==> src/rtl/fetch_stage.sv <==
// Instruction fetch: registered PC drives a combinational imem and fills an IF/ID register; first word 2 edges after reset, 1 instr/cycle.
// Backpressure: id_ready low stalls PC and id_* in place; redirects flush and take priority; a misaligned redirect parks the stage in ERR.
module fetch_stage #(
  parameter int unsigned      WIDTH    = 32,
  parameter logic [WIDTH-1:0] RESET_PC = '0
) (
  input  logic             clk,
  input  logic             rst_n,
  output logic [WIDTH-1:0] imem_pc,
  input  logic [WIDTH-1:0] imem_ins,
  input  logic             redirect_valid,
  input  logic [WIDTH-1:0] redirect_pc,
  input  logic             id_ready,
  output logic             id_valid,
  output logic [WIDTH-1:0] id_ins,
  output logic [WIDTH-1:0] id_pc,
  output logic [WIDTH-1:0] id_pc_plus4,
  output logic             fetch_err,
  output logic [31:0]      fetch_count
);

  typedef enum logic [1:0] {
    BOOT = 2'd0,
    RUN  = 2'd1,
    ERR  = 2'd2
  } state_t;

  state_t           state;
  state_t           state_nxt;
  logic [WIDTH-1:0] pc;
  logic [WIDTH-1:0] pc_plus4;
  logic             misaligned;
  logic             load;
  logic             take_redirect;
  logic             capture;
  logic             set_err;

  assign misaligned = (redirect_pc[1:0] != 2'b00);
  assign load       = !id_valid || id_ready;
  assign pc_plus4   = pc + {{(WIDTH-3){1'b0}}, 3'd4};
  assign imem_pc    = pc;

  always_ff @(posedge clk or negedge rst_n) begin
    if (!rst_n) begin
      state <= BOOT;
    end else begin
      state <= state_nxt;
    end
  end

  always_comb begin
    state_nxt = state;
    case (state)
      BOOT:    state_nxt = (redirect_valid && misaligned) ? ERR : RUN;
      RUN:     state_nxt = (redirect_valid && misaligned) ? ERR : RUN;
      ERR:     state_nxt = ERR;
      default: state_nxt = BOOT;
    endcase
  end

  // Redirect outranks load; ERR ignores everything until reset.
  always_comb begin
    take_redirect = 1'b0;
    capture       = 1'b0;
    set_err       = 1'b0;
    case (state)
      BOOT: begin
        if (redirect_valid) begin
          take_redirect = !misaligned;
          set_err       = misaligned;
        end
      end
      RUN: begin
        if (redirect_valid) begin
          take_redirect = !misaligned;
          set_err       = misaligned;
        end else if (load) begin
          capture = 1'b1;
        end
      end
      default: ;
    endcase
  end

  always_ff @(posedge clk or negedge rst_n) begin
    if (!rst_n) begin
      pc          <= RESET_PC;
      id_valid    <= 1'b0;
      id_ins      <= '0;
      id_pc       <= '0;
      id_pc_plus4 <= '0;
      fetch_err   <= 1'b0;
    end else begin
      if (take_redirect) begin
        pc <= redirect_pc;
      end else if (capture) begin
        pc <= pc_plus4;
      end
      if (take_redirect || set_err) begin
        id_valid <= 1'b0;
      end else if (capture) begin
        id_valid <= 1'b1;
      end
      if (capture) begin
        id_ins      <= imem_ins;
        id_pc       <= pc;
        id_pc_plus4 <= pc_plus4;
      end
      if (set_err) begin
        fetch_err <= 1'b1;
      end
    end
  end

  // Decode owns a word once it handshakes, even on the edge a redirect flushes it.
  always_ff @(posedge clk or negedge rst_n) begin
    if (!rst_n) begin
      fetch_count <= '0;
    end else if (id_valid && id_ready) begin
      fetch_count <= fetch_count + 32'd1;
    end
  end

endmodule

==> config.mk <==
export PLATFORM = sky130hd
export DESIGN_NAME = fetch_stage
export DESIGN_NICKNAME = d
export VERILOG_FILES = /design/src/rtl/fetch_stage.sv
export SDC_FILE = /design/constraint.sdc
export NUM_CORES = 1
export LEC_CHECK = 0
export BUFFER_PORTS_ARGS = -buffer_cell sky130_fd_sc_hd__buf_2
export CAP_MARGIN = 15
export CORE_UTILIZATION = 51
export DETAILED_ROUTE_END_ITERATION = 6
export PLACE_DENSITY = 0.88
export SYNTH_ARGS = -nofsm -noshare
export SYNTH_HDL_FRONTEND = slang
export SYNTH_SLANG_ARGS = --single-unit
==> constraint.sdc <==
create_clock -name clk -period 1.88 [get_ports clk]
set_clock_uncertainty 0.05 [all_clocks]
set_input_delay 0.094 -clock clk [delete_from_list [all_inputs] [get_ports clk]]
set_output_delay 0.094 -clock clk [all_outputs]
set_load 0.03 [all_outputs]
==> results.txt <==
----------------------------------------------------
[Setup path]
  Max Fanout on Critical Path ... 7
  CP Class ... reg2reg
  Type of element capturing the critical path ... flip-flop
  Worst path required time ... 2.14 ns
  Endpoint arrival time on the critical path ... 2.07 ns
  Critical Path Start Type ... flip-flop

[STA]
  Total negative slack for setup checks ... 0 ns
  Setup repair after global routing missed its margin ... true
  Setup violation total in the final timing report ... 0
  Actual slew at the worst max-slew pin ... 0.527 ns
  Final hold violations ... 0
  Final critical delay including setup and external delays ... 1.81 ns
  Final number of max-transition violations ... 0
  Maximum operating frequency ... 0.553 GHz
  Final worst slack ... 0.0708 ns
  Final period util ... 96.2%
  Worst rel slew slack ... 64.8%
  Min Hold Slack ... 0.0207 ns

[Logic synthesis]
  Post-synth net total ... 795
  Count of warnings emitted by yosys ... 0
  Cell type with the largest total area after synthesis ... sky130_fd_sc_hd__dfrtp_1
  Synthesis-stage register bit count ... 162
  Number of synthesized flops with an enable pin ... 0
  Proportion of netlist area held by the largest area contributor ... 57.4%
  Share of synthesized flip-flops with an asynchronous set or reset ... 100%
  Top cells by count, synth ... sky130_fd_sc_hd__nand2_1, sky130_fd_sc_hd__dfrtp_1, sky130_fd_sc_hd__o21ai_0
  Count leader, synth ... sky130_fd_sc_hd__nand2_1
  Cells taking the most area after synthesis ... sky130_fd_sc_hd__dfrtp_1, sky130_fd_sc_hd__nand2_1, sky130_fd_sc_hd__xnor2_1, sky130_fd_sc_hd__o21ai_0, sky130_fd_sc_hd__xor2_1
  Average cell area after synthesis ... 9.74 um2
  Most common flop cell mapped by yosys ... sky130_fd_sc_hd__dfrtp_1
  Number of distinct library cells after synthesis ... 43
  Gate count of the mapped netlist ... 725
  Seq/Total Area, Yosys ... 57.4%
  Summed instance area of the synthesized netlist ... 7060 um2

[Flow run]
  Number of maximum-capacitance violations ... 0

[Status]
  Result of the run ... finished, final reports clean

[GRT]
  Largest net degree at the start of global routing ... 71
  Total GRT Usage ... 30.4%
  Global-route wire length before repair ... 33.5 mm
  Number of global-route vias before repair ... 6737
  Total grt overflow ... 0
  Initial antenna violation count ... 0

[Detailed routing]
  Mean routed wirelength per cell ... 17.5 um
  Initial DRC count ... 581
  DRC ... 0
  Detailed Route WL ... 21.6 mm
  Detailed-routing iteration count for the pre-antenna-repair pass ... 5
  Via-to-Cell Ratio ... 5.49
  Post-route ant nets ... 0
  Number of vias in the routed layout ... 6758

[Clock tree]
  Total clock sinks ... 162
  Clock buffer depth ... 2
  CTS root buf ... sky130_fd_sc_hd__clkbuf_16
  Count of H-tree levels built during CTS ... 4
  Clock edge transition at the registers on the reported setup and hold paths ... 0.06 ns
  Worst-Skew Late Latency ... 0.42 ns
  TritonCTS clock tree ... done
  TritonCTS Buffers ... 17

[Die]
  X dimension of the die ... 120 um
  Area enclosed by the die boundary ... 14300 um2
  Standard-cell row count ... 42
  I/O pin count ... 230
  Vertical die dimension ... 120 um
  Initial standard-cell utilization of the core ... 52.9%
  Core Box Area ... 13300 um2

[Place]
  Post-placement cell count ... 1128
  Sum of net half-perimeters after detailed placement ... 13.5 mm
  Area of placed instances ... 8620 um2
  Post-Place Setup Slack ... 0.0451 ns
  Weighted congestion at the end of routability-driven global placement ... 0.848
  Number of buffer cells added on primary ports ... 229

[Finish]
  Post-layout utilization of the core ... 74.5%
  Post-synthesis to final-layout area growth ... 40.9%
  Fillcell total ... 873
  Count of nets after finishing ... 1113
  Final standard cell area without fillers ... 9950 um2
  Layout Cells excl Fill ... 1231
  Layout cell share with drive strength beyond 1 ... 31.5%
  Diode count ... 0

[Power]
  Worst IR Drop VDD ... 1080 uV
  Sum of internal, switching and leakage power ... 16.1 mW
  Leakage power total ... 5.24 nW
  Power density cells ... 1620 nW/um2

[Min path]
  Hold/Removal Path Class ... in2reg

----------------------------------------------------
-- layout by cell type (no fill, tap or decap), types with 4 or more instances in the layout --
| cell type | count |
|---|---|
| sky130_fd_sc_hd__a21oi_1 | 4 |
| sky130_fd_sc_hd__a221o_1 | 9 |
| sky130_fd_sc_hd__a22oi_1 | 13 |
| sky130_fd_sc_hd__and2_1 | 5 |
| sky130_fd_sc_hd__and3_1 | 11 |
| sky130_fd_sc_hd__and4_1 | 6 |
| sky130_fd_sc_hd__buf_12 | 6 |
| sky130_fd_sc_hd__buf_2 | 228 |
| sky130_fd_sc_hd__buf_4 | 42 |
| sky130_fd_sc_hd__clkbuf_16 | 17 |
| sky130_fd_sc_hd__clkbuf_8 | 5 |
| sky130_fd_sc_hd__clkinv_2 | 4 |
| sky130_fd_sc_hd__dfrtp_1 | 158 |
| sky130_fd_sc_hd__dfrtp_2 | 4 |
| sky130_fd_sc_hd__dlygate4sd3_1 | 65 |
| sky130_fd_sc_hd__nand2_1 | 253 |
| sky130_fd_sc_hd__nand3_1 | 29 |
| sky130_fd_sc_hd__nand4_1 | 18 |
| sky130_fd_sc_hd__nor2_1 | 17 |
| sky130_fd_sc_hd__nor4_1 | 6 |
| sky130_fd_sc_hd__o21ai_0 | 47 |
| sky130_fd_sc_hd__xnor2_1 | 32 |
| sky130_fd_sc_hd__xor2_1 | 25 |
-- power by group --
part	internal, mW	total [mW]	leakage (nW)	switching [mW]
logic	2.15	6.94	2.85	4.79
registers	4.74	5.67	2.09	0.931
clock network	2.12	3.48	0.294	1.36
total	9.00	16.1	5.24	7.08
-- worst max-delay path: stages, from the launching register on --
cell and delay, ns:
sky130_fd_sc_hd__dfrtp_1 0.42, sky130_fd_sc_hd__nand3_1 0.22, sky130_fd_sc_hd__nor4_1 0.38, sky130_fd_sc_hd__and2_2 0.29
sky130_fd_sc_hd__nand2_1 0.09, sky130_fd_sc_hd__xnor2_1 0.25
-- sequential cells by signal (all words and copies together) (netlist names) --
signal / cells
fetch_count: 32
id_ins: 32
id_pc: 32
imem_pc: 32
id_pc_plus4: 30
state: 2
fetch_err: 1
id_valid: 1
-- path summary, 6_finish.rpt --
path	from	to	slack, ns	cells past startpoint
max in group asynchronous	rst_n	id_pc_plus4[27]	0.92	3
setup / recovery	fetch_count[5]	fetch_count[22]	0.07	5
setup reg to reg	fetch_count[5]	fetch_count[22]	0.07	5
min in group asynchronous	rst_n	fetch_count[28]	0.14	2
hold reg to reg	id_pc[18]	id_pc[18]	0.42	2
hold / removal	redirect_pc[1]	fetch_err	0.02	3
-- routing by layer --
layer | track usage, % | routed length (um)
met3 | 8.27 | 1620
met2 | 52.1 | 10800
met1 | 36.5 | 8630
met4 | 11.5 | 518
met5 | 0 | 0
-- cell type report --
type                    count  area (um2)  area share (%)
flip-flops and latches    162        4060            40.8
clock buffers              22         494            4.97
well taps                 176         220            2.21
clock inverters             9         104            1.04
inverters                   3        11.3           0.113
multi-input cells         516        2820            28.3
repair buffers            343        2240            22.6
-- cells by family (layout without fill, tap and decap cells) --
kind of cell	Yosys count	in the layout	synth area share [%]
simple gates	368	368	23.6
flops	162	162	57.4
compound gates	86	86	7.71
xor+xnor	58	58	7.20
buf+inv	47	377	3.39
fa+ha+maj	2	2	0.354
mux	2	2	0.301
-- what timing repair did --
action | CTS | global route
resized for setup | 0 | 7
buffers inserted | 0 | 7
hold buffers | 65 | 0
hold endpoints to repair | 140 | 0
endpoints found under the setup margin | 0 | 26
Power figures use the tool's default switching activity.
